<file path="src/rtl/vga_ctrl_pkg.sv">
`default_nettype none
// ============================================================================
// Module      : vga_ctrl_pkg
// Description : Shared types and default timing constants for the colour
//               controller and its button conditioners.
//               - btn_state_t : button FSM state encoding
//               - c_*         : default timing values at a 50 MHz system clock
// Revision    : 1.0 - initial release
// ============================================================================
package vga_ctrl_pkg;

    typedef enum logic [1:0] {
        IDLE        = 2'd0,
        HOLD_DELAY  = 2'd1,
        HOLD_REPEAT = 2'd2
    } btn_state_t;

    // 10 ms debounce, 0.5 s before the first repeat, then 10 repeats per second
    localparam int c_DEBOUNCE_CYCLES     = 500000;
    localparam int c_REPEAT_DELAY_CYCLES = 25000000;
    localparam int c_REPEAT_RATE_CYCLES  = 5000000;
    localparam int c_CNT_W               = 25;

endpackage : vga_ctrl_pkg
`default_nettype wire

</file>
<file path="src/rtl/sync_2ff.sv">
`default_nettype none
// ============================================================================
// Module      : sync_2ff
// Description : Two-flop synchroniser for a single asynchronous input.
//               Ports: clk   - destination clock
//                      rst_n - asynchronous active-low reset (clears both FFs)
//                      i_d   - asynchronous input level
//                      o_q   - input level, two clk cycles later
// Revision    : 1.0 - initial release
// ============================================================================
module sync_2ff (
    input  logic clk,
    input  logic rst_n,
    input  logic i_d,
    output logic o_q
);

    logic r_meta;
    logic r_sync;

    always_ff @(posedge clk or negedge rst_n) begin
        if (!rst_n) begin
            r_meta <= 1'b0;
            r_sync <= 1'b0;
        end else begin
            r_meta <= i_d;
            r_sync <= r_meta;
        end
    end

    assign o_q = r_sync;

endmodule : sync_2ff
`default_nettype wire

</file>
<file path="src/rtl/button_conditioner.sv">
`default_nettype none
// ============================================================================
// Module      : button_conditioner
// Description : Conditions one raw push-button for the colour controller:
//               2-FF synchroniser, counter-based debounce, registered
//               press/release strobes and optional auto-repeat.
//               Ports: Clk           - system clock
//                      Reset         - asynchronous active-low reset
//                      signalInput   - raw button level, active-high
//                      repeat_en     - 1 enables auto-repeat while held
//                      level         - debounced button level
//                      pulse         - 1-cycle strobe on press / each repeat
//                      release_pulse - 1-cycle strobe on release
// Revision    : 1.0 - initial release
// ============================================================================
module button_conditioner
    import vga_ctrl_pkg::*;
#(
    parameter int DEBOUNCE_CYCLES     = c_DEBOUNCE_CYCLES,
    parameter int REPEAT_DELAY_CYCLES = c_REPEAT_DELAY_CYCLES,
    parameter int REPEAT_RATE_CYCLES  = c_REPEAT_RATE_CYCLES,
    parameter int CNT_W               = c_CNT_W
) (
    input  logic Clk,
    input  logic Reset,
    input  logic signalInput,
    input  logic repeat_en,
    output logic level,
    output logic pulse,
    output logic release_pulse
);

    localparam logic [CNT_W-1:0] c_DEB_LAST = CNT_W'(DEBOUNCE_CYCLES - 1);
    localparam logic [CNT_W-1:0] c_DLY_LAST = CNT_W'(REPEAT_DELAY_CYCLES - 1);
    localparam logic [CNT_W-1:0] c_RPT_LAST = CNT_W'(REPEAT_RATE_CYCLES - 1);

    logic             w_s;
    logic             w_accept;
    logic             w_rise;
    logic             w_fall;
    logic [CNT_W-1:0] r_dcnt;
    logic             r_level;

    btn_state_t       r_state;
    btn_state_t       w_state_nxt;
    logic [CNT_W-1:0] r_rcnt;
    logic [CNT_W-1:0] w_rcnt_nxt;
    logic             r_pulse;
    logic             w_pulse_nxt;
    logic             r_release;
    logic             w_release_nxt;

    sync_2ff u_sync (
        .clk   (Clk),
        .rst_n (Reset),
        .i_d   (signalInput),
        .o_q   (w_s)
    );

    // ------------------------------------------------------------------
    // Debounce: s must differ from level for DEBOUNCE_CYCLES consecutive
    // cycles; any return to the current level clears the count.
    // ------------------------------------------------------------------
    assign w_accept = (w_s != r_level) && (r_dcnt == c_DEB_LAST);
    assign w_rise   = w_accept &&  w_s;
    assign w_fall   = w_accept && !w_s;

    always_ff @(posedge Clk or negedge Reset) begin
        if (!Reset) begin
            r_dcnt  <= '0;
            r_level <= 1'b0;
        end else if (w_s == r_level) begin
            r_dcnt  <= '0;
        end else if (w_accept) begin
            r_level <= w_s;
            r_dcnt  <= '0;
        end else begin
            r_dcnt  <= r_dcnt + 1'b1;
        end
    end

    // ------------------------------------------------------------------
    // Press / hold / repeat FSM. The strobes are computed from the accept
    // condition so they register on the same edge that updates level.
    // ------------------------------------------------------------------
    always_comb begin
        w_state_nxt   = r_state;
        w_rcnt_nxt    = r_rcnt;
        w_pulse_nxt   = 1'b0;
        w_release_nxt = 1'b0;

        // A release takes priority over a coincident repeat tick
        if (w_fall) begin
            w_state_nxt   = IDLE;
            w_rcnt_nxt    = '0;
            w_release_nxt = 1'b1;
        end else begin
            case (r_state)
                IDLE: begin
                    w_rcnt_nxt = '0;
                    if (w_rise) begin
                        w_state_nxt = HOLD_DELAY;
                        w_pulse_nxt = 1'b1;
                    end
                end
                HOLD_DELAY: begin
                    if (!repeat_en) begin
                        w_rcnt_nxt = '0;
                    end else if (r_rcnt >= c_DLY_LAST) begin
                        w_state_nxt = HOLD_REPEAT;
                        w_rcnt_nxt  = '0;
                        w_pulse_nxt = 1'b1;
                    end else begin
                        w_rcnt_nxt  = r_rcnt + 1'b1;
                    end
                end
                HOLD_REPEAT: begin
                    if (!repeat_en) begin
                        w_state_nxt = HOLD_DELAY;
                        w_rcnt_nxt  = '0;
                    end else if (r_rcnt >= c_RPT_LAST) begin
                        w_rcnt_nxt  = '0;
                        w_pulse_nxt = 1'b1;
                    end else begin
                        w_rcnt_nxt  = r_rcnt + 1'b1;
                    end
                end
                default: begin
                    w_state_nxt = IDLE;
                    w_rcnt_nxt  = '0;
                end
            endcase
        end
    end

    always_ff @(posedge Clk or negedge Reset) begin
        if (!Reset) begin
            r_state   <= IDLE;
            r_rcnt    <= '0;
            r_pulse   <= 1'b0;
            r_release <= 1'b0;
        end else begin
            r_state   <= w_state_nxt;
            r_rcnt    <= w_rcnt_nxt;
            r_pulse   <= w_pulse_nxt;
            r_release <= w_release_nxt;
        end
    end

    assign level         = r_level;
    assign pulse         = r_pulse;
    assign release_pulse = r_release;

endmodule : button_conditioner
`default_nettype wire
</file>
<file path="config.mk">
export PLATFORM = sky130hd
export DESIGN_NAME = button_conditioner
export DESIGN_NICKNAME = d
export VERILOG_FILES = /design/src/rtl/vga_ctrl_pkg.sv /design/src/rtl/sync_2ff.sv /design/src/rtl/button_conditioner.sv
export SDC_FILE = /design/constraint.sdc
export NUM_CORES = 1
export LEC_CHECK = 0
export CORE_MARGIN = 2
export CORE_UTILIZATION = 31
export DETAILED_ROUTE_END_ITERATION = 16
export MAX_ROUTING_LAYER = met4
export PLACE_DENSITY = 0.48
export SKIP_LAST_GASP = 1
export SLEW_MARGIN = 20
export SYNTH_ARGS = -nofsm -noshare
export SYNTH_HDL_FRONTEND = slang
export SYNTH_HIERARCHICAL = 1
export SYNTH_SLANG_ARGS = --single-unit
export TNS_END_PERCENT = 50
</file>
<file path="constraint.sdc">
create_clock -name Clk -period 3.7 [get_ports Clk]
set_clock_uncertainty 0.2 [all_clocks]
set_input_delay 0.925 -clock Clk [delete_from_list [all_inputs] [get_ports Clk]]
set_output_delay 0.925 -clock Clk [all_outputs]
set_load 0.1 [all_outputs]
</file>
==> impl_metrics.json <==
{
  "cts_resized": 0,
  "grt_max_degree": 41,
  "seq_power_share_pct": 45.2,
  "dieArea_mm2": 0.0102,
  "yosys-top-cells-area": "dfrtp_1, nor2_1, xor2_1",
  "grt_overflow": 0,
  "numClockSinks": 57,
  "cp-start-kind": "flip-flop",
  "synth_area_per_cell_um2": 9.59,
  "pwr-share-clk_pct": 41.0,
  "critPathArrivalTime_ps": 2780,
  "first_iter_violations": 30,
  "multi_input_area_mm2": 0.00138,
  "slew_headroom_pct": 37.4,
  "path_cells": "or4_1, or4_1, or4_4, nor2_4, a211o_4, nor2_1",
  "grt_pass1_vias": 2065,
  "place_congestion": 0.756,
  "swShare_pct": 27.0,
  "netlist_area_mm2": 0.00291,
  "seq_area_mm2": 0.00143,
  "synthTopCellsByCount": "nor2_1, dfrtp_1, xor2_1",
  "h-tree-depth": 3,
  "post-route-drc-count": 0,
  "yosys_warnings": 6,
  "tritoncts": "yes",
  "core_mm2": 0.00915,
  "cp.required_ps": 3710,
  "critPathMaxFanout": 25,
  "synthesis.instances": 303,
  "r2r_start": "r_dcnt[5]$_DFF_PN0_",
  "slowest_stage": "or4_1",
  "first_pass_iters": 4,
  "crit_start": "r_dcnt[5]$_DFF_PN0_",
  "cts_hold_buf": 0,
  "ios": 7,
  "yosysSeqAreaShare_pct": 49.1,
  "fmax_mhz": 360,
  "switchingPower_uw": 401,
  "hold_viol": 0,
  "clockBufferDepth": 2,
  "antenna_found_initial": 0,
  "fin_nets": 328,
  "synth_cell_types": 35,
  "p_int_mw": 1.08,
  "slew_violations": 0,
  "io_buffers": 6,
  "final_core_util_pct": 36.0,
  "ir_worst_vdd_v": 0.000232,
  "synthFlopType": "dfrtp_1",
  "clock_latency_ps": 330,
  "crit_top_cell": "or4_1",
  "setup-tns-final_ps": 0,
  "endpoint_kind": "flip-flop",
  "rsz0062_at_grt": "no",
  "layout-drive-gt1-share_pct": 8.39,
  "leakage_nw": 1.37,
  "finalWirelength_um": 5530,
  "synth_top_cell_by_area": "dfrtp_1",
  "finalPower_mw": 1.48,
  "track_usage_pct": 12.4,
  "synth_edf_count": 0,
  "antenna_left": 0,
  "diodes": 0,
  "cts.reportedPaths.clkPinSlew_ps": 60,
  "cts_setup_buffers": 0,
  "worstMarginPinSlew_ps": 939,
  "mappedNetlistNets": 314,
  "synth_top_area_share_pct": 49.1,
  "die_x_um": 101,
  "cts_root_buf": "clkbuf_8",
  "setup_violations": 0,
  "period_share_pct": 75.0,
  "hp-class": "flip-flop to flip-flop",
  "async_reset_ff_share_pct": 100,
  "start_util_pct": 31.7,
  "status": "finished clean",
  "avgViaCountPerCell": 4.79,
  "fill_cells": 940,
  "whs_ps": 145,
  "dp_hpwl_um": 3750,
  "drv_cap": 0,
  "comb_power_share_pct": 13.8,
  "yosysMostFrequentCell": "nor2_1",
  "wl_per_cell_um": 12.8,
  "path_delay_family": "simple AND/OR/NAND/NOR gates",
  "min_period_ps": 2780,
  "vias": 2075,
  "die_h_um": 101,
  "hp-start": "u_sync/r_meta$_DFF_PN0_",
  "fp-row-count": 35,
  "slowest_delay_ps": 560,
  "ys_ff_latch": 57,
  "grt_pass1_wl_um": 9670,
  "powerDensity_mw_per_mm2": 451,
  "cts_made_buffers": 9,
  "syn_to_final_growth_pct": 13.3,
  "critPathKind": "flip-flop to flip-flop",
  "cp_num_buf_inv": 0
}
power groups by stage:
stage / Clock [mW] / Combinational, mW / Sequential [mW]
floorplan: 0 / 0.159 / 0.689
global placement: 0 / 0.209 / 0.683
detailed placement: 0 / 0.209 / 0.682
CTS: 0.631 / 0.211 / 0.671
global route: 0.661 / 0.235 / 0.676
finish: 0.608 / 0.205 / 0.670
per-layer routing:
metal	track usage [%]	up-vias	routed length (µm)
li1	-	1061	-
met1	15.6	991	2730
met2	19.0	16	2580
met3	4.37	7	174
met4	3.48	0	38
met5	-	-	0
final cells by class:
type                       instances  share of cell area (%)
timing repair buffer              11                    2.58
inverter                          14                    1.60
multi-input combinational        224                    42.0
clock buffer                      14                    5.25
clock inverter                     2                    1.06
tap                              111                    4.22
sequential                        57                    43.3
cell usage in the layout, fill, tap and decap left out, types with 2 or more instances in the layout:
master	instances
nor2_1	62
and4_1	6
o21ai_0	6
nand4_1	13
clkdlybuf4s50_1	2
nand3_1	18
nand2_1	17
and3_1	3
buf_4	8
nor4_1	3
a211o_1	2
xor2_1	24
clkbuf_1	2
xnor2_1	21
inv_1	14
nor3_1	12
or4_1	4
a21oi_1	7
clkbuf_8	12
nor4b_1	2
and2_1	2
dfrtp_1	57
ha_1	7
or3_1	2
metrics by stage:
stage                     cell area (µm²)  setup slack (ps)  std cells
after detailed placement             3080               924        417
final                                3290               924        433
after global placement               3080               979        417
after global routing                 3290               794        433
after CTS                            3290               911        433
after floorplan                      2910               970        303
final timing paths:
kind                                              to  slack [ps]  depth (start not counted)
min in group asynchronous       r_rcnt[12]$_DFF_PN0_         540                          1
worst min-delay path            u_sync/o_q$_DFF_PN0_         150                          0
worst max-delay path            r_rcnt[14]$_DFF_PN0_         920                          6
worst max register to register  r_rcnt[14]$_DFF_PN0_         920                          6
max in group asynchronous       r_dcnt[14]$_DFF_PN0_        2060                          2
worst min register to register  u_sync/o_q$_DFF_PN0_         150                          0
registers in the layout, summed over array words and instances (netlist names):
signal         count
u_sync/o_q         1
r_rcnt            25
r_state            2
release_pulse      1
level              1
u_sync/r_meta      1
pulse              1
r_dcnt            25
worst register-to-register path: cells and delay by family (launching register included):
kind	cells	cell delay, ps
flops	1	410
simple gates	5	1780
compound gates	1	270
cells by family after synthesis:
kind of cell	count (synthesis)	synth area share [%]
AO/OA/AOI/OAI	22	5.13
XOR/XNOR	45	13.6
adder cells (fa/ha/maj)	7	3.01
buffers and inverters	22	3.36
flip-flops	57	49.1
multiplexers	2	0.732
AND/OR/NAND/NOR	148	25.1
No activity file was read; power rests on OpenSTA's default activity.
